$ cat config.mk
export PLATFORM = sky130hd
export DESIGN_NAME = i2c_bus_arbiter
export DESIGN_NICKNAME = d
export VERILOG_FILES = /design/src/rtl/i2c_bus_arbiter.sv
export SDC_FILE = /design/constraint.sdc
export NUM_CORES = 1
export LEC_CHECK = 0
export ABC_CLOCK_PERIOD_IN_PS = 5200
export BUFFER_PORTS_ARGS = -buffer_cell sky130_fd_sc_hd__clkbuf_2
export CORE_ASPECT_RATIO = 0.8
export CORE_UTILIZATION = 33
export CTS_BUF_LIST = sky130_fd_sc_hd__clkbuf_4 sky130_fd_sc_hd__clkbuf_8
export DETAILED_ROUTE_END_ITERATION = 6
export SYNTH_ARGS = -nofsm -noshare
export SYNTH_HDL_FRONTEND = slang
export SYNTH_SLANG_ARGS = --single-unit
$ cat constraint.sdc
create_clock -name clock -period 5.2 [get_ports clock]
set_input_delay 0.52 -clock clock [delete_from_list [all_inputs] [get_ports clock]]
set_output_delay 0.52 -clock clock [all_outputs]
set_load 0.005 [all_outputs]
$ cat src/rtl/i2c_bus_arbiter.sv
// i2c_bus_arbiter: round-robin owner of a shared open-drain I2C bus with tBUF guard time.
// Optional hang watchdog with per-master lockout when I2C_ARBITER_WATCHDOG_EN is defined.
module i2c_bus_arbiter #(
  parameter int NUM_REQUESTERS  = 2,
  parameter int BUS_FREE_CYCLES = 1000,
  parameter int TIMEOUT_CYCLES  = 2000000
) (
  input  logic                      clock,
  input  logic                      reset_n,
  input  logic [NUM_REQUESTERS-1:0] request,
  output logic [NUM_REQUESTERS-1:0] grant,
  input  logic [NUM_REQUESTERS-1:0] scl_out_req,
  input  logic [NUM_REQUESTERS-1:0] sda_out_req,
  input  logic                      scl_input,
  input  logic                      sda_input,
  output logic                      scl_output,
  output logic                      sda_output,
  output logic                      busy,
  output logic                      timeout
);
  localparam int N = NUM_REQUESTERS;
  localparam int IW = N > 1 ? $clog2(N) : 1;
  localparam int CMAX = BUS_FREE_CYCLES > TIMEOUT_CYCLES ? BUS_FREE_CYCLES : TIMEOUT_CYCLES;
  localparam int CW = $clog2(CMAX + 1);
  localparam logic [CW-1:0] FREE_LAST = CW'(BUS_FREE_CYCLES - 1);
  typedef enum logic [1:0] {IDLE, GRANT, GUARD} state_t;
  state_t state, state_n;
  logic [N-1:0] grant_n, lockout, elig;
  logic [IW-1:0] last_owner, last_n, cand, pick;
  logic [CW-1:0] cnt, cnt_n, cnt_inc;
  logic found;
`ifdef I2C_ARBITER_WATCHDOG_EN
  localparam logic [CW-1:0] TO_LAST = CW'(TIMEOUT_CYCLES - 1);
  logic [N-1:0] lockout_n;
  logic timeout_n;
  always_ff @(posedge clock) begin
    if (!reset_n) begin
      lockout <= '0;
      timeout <= 1'b0;
    end else begin
      lockout <= lockout_n;
      timeout <= timeout_n;
    end
  end
`else
  assign lockout = '0;
  assign timeout = 1'b0;
`endif
  assign elig = request & ~lockout;
  assign cnt_inc = (cnt == {CW{1'b1}}) ? cnt : cnt + 1'b1;
  assign scl_output = &(scl_out_req | ~grant);
  assign sda_output = &(sda_out_req | ~grant);
  assign busy = state != IDLE;
  // Scan from furthest to nearest so the first eligible index after last_owner wins
  always_comb begin
    found = 1'b0;
    pick = last_owner;
    cand = last_owner;
    for (int k = N; k >= 1; k--) begin
      cand = IW'((int'(last_owner) + k) % N);
      if (elig[cand]) begin
        found = 1'b1;
        pick = cand;
      end
    end
  end
  always_comb begin
    state_n = state;
    grant_n = grant;
    last_n = last_owner;
    cnt_n = cnt;
`ifdef I2C_ARBITER_WATCHDOG_EN
    lockout_n = lockout & request;
    timeout_n = 1'b0;
`endif
    case (state)
      IDLE: if (found) begin
        state_n = GRANT;
        grant_n = N'(1) << pick;
        last_n = pick;
        cnt_n = '0;
      end
      GRANT: begin
        if (!request[last_owner]) begin
          grant_n = '0;
          cnt_n = '0;
          state_n = GUARD;
        end
`ifdef I2C_ARBITER_WATCHDOG_EN
        else if (cnt == TO_LAST) begin
          grant_n = '0;
          cnt_n = '0;
          state_n = GUARD;
          timeout_n = 1'b1;
          lockout_n[last_owner] = 1'b1;
        end else cnt_n = cnt_inc;
`endif
      end
      GUARD: begin
        cnt_n = (scl_input & sda_input) ? ((cnt == FREE_LAST) ? '0 : cnt_inc) : '0;
        state_n = (scl_input & sda_input & (cnt == FREE_LAST)) ? IDLE : GUARD;
      end
      default: state_n = GUARD;
    endcase
  end
  always_ff @(posedge clock) begin
    if (!reset_n) begin
      state <= GUARD;
      grant <= '0;
      last_owner <= IW'(N - 1);
      cnt <= '0;
    end else begin
      state <= state_n;
      grant <= grant_n;
      last_owner <= last_n;
      cnt <= cnt_n;
    end
  end
endmodule
# Yosys cells after proc, flatten, opt, wreduce, memory -nomap -nowiden
# Index checks and enable logic that the tools add are counted.
[totals] register_bits=26 out_inout_bits=6 word_cells=56
[op_classes] add_sub_neg=3 n_lt_le_gt_ge=3 eq_ne=7 shifts=1 n_mux=23 bitwise_logic=5 n_reduce_logical=10
[op_table] op="two-way mux 21 bit" n=5
[op_table] op="case mux 21 bit (3 select lines)" n=1
[op_table] op="adder 21 x 1 -> 21 bit, second input constant" n=1
[op_table] op="== test 21 x 10 -> 1 bit, second input constant" n=1
[op_table] op="== test 21 bit, second input constant" n=1
[op_table] op="two-way mux 1 bit" n=10
[op_table] op="two-way mux 2 bit" n=5
[op_table] op="AND reduction 2 bit" n=4
[op_table] op="less-than comparator 1 x 2 -> 1 bit, second input constant" n=3
[op_table] op="case mux 2 bit (3 select lines)" n=1
[op_table] op="inequality test 2 bit, second input constant" n=2
[op_table] op="inequality test 4 bit, second input constant" n=1
[op_table] op="bitwise OR 2 bit" n=2
[op_table] op="case mux 2 bit (2 select lines)" n=1
[op_table] op="AND reduction 4 bit" n=1
[op_table] op="nonzero test 2 bit" n=2
[op_table] op="AND reduction 3 bit" n=1
[op_table] op="nonzero test 3 bit" n=1
[op_table] op="adder 1 bit, second input constant" n=2
[op_table] op="AND 1 bit" n=2
[op_table] op="== test 2 x 1 -> 1 bit, second input constant" n=1
[op_table] op="== test 2 bit, second input constant" n=1
[op_table] op="logical NOT 2 bit" n=1
[op_table] op="NOT 2 bit" n=1
[op_table] op="<< shifter 1 x 1 -> 2 bit, first input constant" n=1

# Logic depth before layout (Yosys ltp)
[logic_depth] ltp_word=8 ltp_mapped=8 depth_no_buf=6

# Worst setup path after synthesis
# OpenSTA, ideal clock, no wires.
[synth_timing] kind="input -> register" start="input request[0]" end="register cnt[13]" setup_time_ns=0.079 t_arrival_ns=1.867 t_required_ns=5.121 setup_slack_ns=3.254 path_stages=6 path_cell_list="buf_2 mux2_2 o21ai_2 o31ai_2 or4_1 a22oi_1"
[synth_via] elab_chain_cells=6
[synth_lines] element="start: declaration" line_no="10" text="input logic [NUM_REQUESTERS-1:0] request,"
[synth_lines] element="two-way mux 1 bit (implied by the code) (2 in series)" line_no="61" text="if (elig[cand]) begin"
[synth_lines] element="two-way mux 1 bit (2 in series)" line_no="61"
[synth_lines] element="inequality test 2 bit (no source line)"
[synth_lines] element="AND reduction 4 bit (no source line) *"
[synth_lines] element="end signal: assignment" line_no="116" text="cnt <= cnt_n;"
[synth_lines] element="end: declaration" line_no="30" text="logic [CW-1:0] cnt, cnt_n, cnt_inc;"
# Every way passes the cells marked *; elsewhere a longest branch is shown, timed or not. The select of a mux whose other input is x is not followed.
# A chain may end at the register's enable or synchronous reset.

# Worst setup path in the final report
[layout_timing] start="register state[1]" end="register cnt[14]"
[layout_via] elab_chain_cells=3
[layout_lines] element="start: declaration" line_no="27" text="state_t state, state_n;"
[layout_lines] element="start signal: assignment" line_no="113" text="state <= state_n;"
[layout_lines] element="== test 2 bit (tied with other cells)" line_no="76" text="case (state)"
[layout_lines] element="inequality test 4 bit (no source line) (tied with other cells)"
[layout_lines] element="AND reduction 4 bit (no source line)"
# Parallel ways exist; a longest one is shown, timed or not.

==> results.toml <==
[routing]
firstDrtPassIters = 4
ant_nets = 0
wl_met2_um = 1850
wl_per_cell_um = 16.0
drc = 0
drt-met1-wl_um = 2310
wl_met3_um = 218
drt_wl_total_um = 4400
num_vias = 1658
routed.top_layer = "met4"
routed_via_density = 6.03
drt_iter0_drc = 138

[clock_tree]
cts.path.max_buffers = 2
clkTransAtPathRegs_ns = 0.09
cts_tree = "done"
clockRootBuffer = "clkbuf_8"
hold_buffers = 0
post_cts_buffers = 0
clock-sinks = 26
cts-resized-gates = 0
cts_buffers = 3
clk_latency_ns = 0.27
h-tree-depth = 1

[worst_setup_path]
path_cells = "inv_2 -> nor3_2 -> and4_1 -> nor2_2 -> a311oi_1"
criticalPathCategory = "reg2reg"
cpPeakStageDelay_ns = 0.86
critPathMaxFanout = 18
worst_ep_arrival_time_ns = 2.82
worstPathRequired_ns = 5.39
endpoint_kind = "flop"
cpMaxStageDelayCell = "nor3_2"
cp-start-kind = "flop"

[yosys]
synth_top_cell_by_area = "dfxtp_1"
ys_seq_area_share_pct = 30.7
syn-num-nets = 221
synth-edff-count = 0
synth_cell_type_count = 58
avgSynthCellArea_um2 = 8.07
yosys.area.top_type_share_pct = 30.7
synth_warnings = 0
yosys_most_used_dff = "dfxtp_1"
synth_seq_cells = 26
netlist_area_mm2 = 0.00170
netlist_instances = 210
synth_async_sr_flop_share_pct = 0
yosys-top-cells-area = "dfxtp_1 (31%), nand2_1 (5.8%), o211ai_1 (4.0%), nand4_1 (3.7%), or3_1 (3.3%)"
synth_commonest_cells = "dfxtp_1 (26), nand2_1 (26), nand4_1 (10), nor2_1 (10)"

[power_and_ir_drop]
peakVddDrop_uv = 138
power_density_mw_per_mm2 = 186
p_leak_nw = 0.623

[sta]
max_slew_margin_pct = 29.8
whs_ns = 0.515
period_share_pct = 50.6
hold_violations = 0
rsz0062_at_grt = "no"
fin_tns_setup_ns = 0
report.final.slew_viol_count = 0
min_period_ns = 2.63
setup_viol = 0
tightest_slew_ns = 1.05
fin_skew_ns = 0.00376
max_freq_mhz = 380

[floorplanning]
fp.dieH_um = 66.1
core-area_mm2 = 0.00476
die_area_mm2 = 0.00543
dieWidth_um = 82.1
start_util_pct = 35.6
boundaryPins = 16
rows = 22

[global_route]
grt_pass1_wl_um = 7610
grt_max_degree = 28
gr-usage-all-layers_pct = 18.4
grt_overflow = 0
grt_pass1_vias = 1501
antenna_found_initial = 0

[final_layout]
post-route-util_pct = 38.1
finalInstanceArea_mm2 = 0.00182
drive_gt1_share_pct = 16.3
fill_cells = 504
area_growth_syn_to_layout_pct = 7.08
diodes = 0
nets = 228
fin_cells = 275

[placed_design]
hpwl_um = 3080
postPlaceCellArea_mm2 = 0.00177
placed_cells = 272
io_buffers = 14
gp_congestion = 0.852

[outcome]
status = "finished clean"

[worst_hold_path]
hp-class = "reg2reg"

[run]
maxCapViolCount = 0
## final cells by class
| class | count | area (um2) | share of cell area [%] |
|---|---|---|---|
| inverters | 9 | 33.8 | 1.86 |
| clock buffers | 3 | 41.3 | 2.27 |
| multi-input cells | 162 | 1070 | 58.8 |
| flip-flops and latches | 26 | 520 | 28.7 |
| well taps | 60 | 75.1 | 4.14 |
| repair buffers | 15 | 77.6 | 4.27 |
## flip-flops by register name, indices dropped and copies added (netlist names)
name	count
grant	2
last_owner	1
state	2
cnt	21
## where the power goes
group / switching, mW / internal, mW / total, mW
clock network: 0.0619 / 0.0519 / 0.114
logic: 0.0165 / 0.00763 / 0.0241
registers: 0.000596 / 0.199 / 0.200
## critical path, delay by kind of cell, from the launching register on
kind	cells	cell delay [ns]
AND/OR/NAND/NOR	3	1.74
flip-flops	1	0.44
AO/OA/AOI/OAI	1	0.27
buffers and inverters	1	0.09
## logic make-up after synthesis
logic type                 Yosys count  synth area share (%)
and+or+nand+nor                     98                  35.6
AOI/OAI and AO/OA                   61                  25.7
DFF                                 26                  30.7
buffers and inverters               22                  6.35
muxes                                1                 0.664
adders and majority gates            1                 0.738
other                                1                 0.221
## per-stage QoR
step	power, mW	worst slack (ns)
6_report	0.338	2.57
5_1_grt	0.355	2.36
4_1_cts	0.343	2.63
3_5_place_dp	0.228	2.52
3_3_place_gp	0.228	2.54
2_1_floorplan	0.222	3.25
## final timing paths
check	startpoint	end	slack, ns	cells after the start
worst min register to register	cnt[13]$_SDFFE_PN0P_	cnt[13]$_SDFFE_PN0P_	0.51	2
worst max-delay path	state[1]$_SDFFE_PN1P_	cnt[14]$_SDFFE_PN0P_	2.57	5
worst min-delay path	cnt[13]$_SDFFE_PN0P_	cnt[13]$_SDFFE_PN0P_	0.51	2
worst max register to register	state[1]$_SDFFE_PN1P_	cnt[14]$_SDFFE_PN0P_	2.57	5
## cells in the final DEF (no fill, tap or decap), types with 3 or more instances in the layout
| cell type | instances |
|---|---|
| a211oi_1 | 4 |
| a21oi_1 | 7 |
| a311oi_1 | 3 |
| a31oi_1 | 7 |
| and2_1 | 4 |
| and3_1 | 4 |
| clkbuf_2 | 14 |
| clkbuf_8 | 3 |
| dfxtp_1 | 26 |
| inv_1 | 8 |
| nand2_1 | 26 |
| nand2b_1 | 3 |
| nand3_1 | 5 |
| nand4_1 | 10 |
| nand4b_1 | 4 |
| nor2_1 | 10 |
| nor3_1 | 4 |
| o211ai_1 | 9 |
| o21ai_0 | 7 |
| o22ai_1 | 5 |
| or3_1 | 9 |
## metal layers
| metal | vias to the layer above | track usage [%] |
|---|---|---|
| li1 | 825 | - |
| met5 | - | 0 |
| met3 | 2 | 3.31 |
| met2 | 42 | 25.6 |
| met1 | 789 | 28.8 |
| met4 | 0 | 3.29 |
Note: power is estimated with default switching activity, not from simulation.
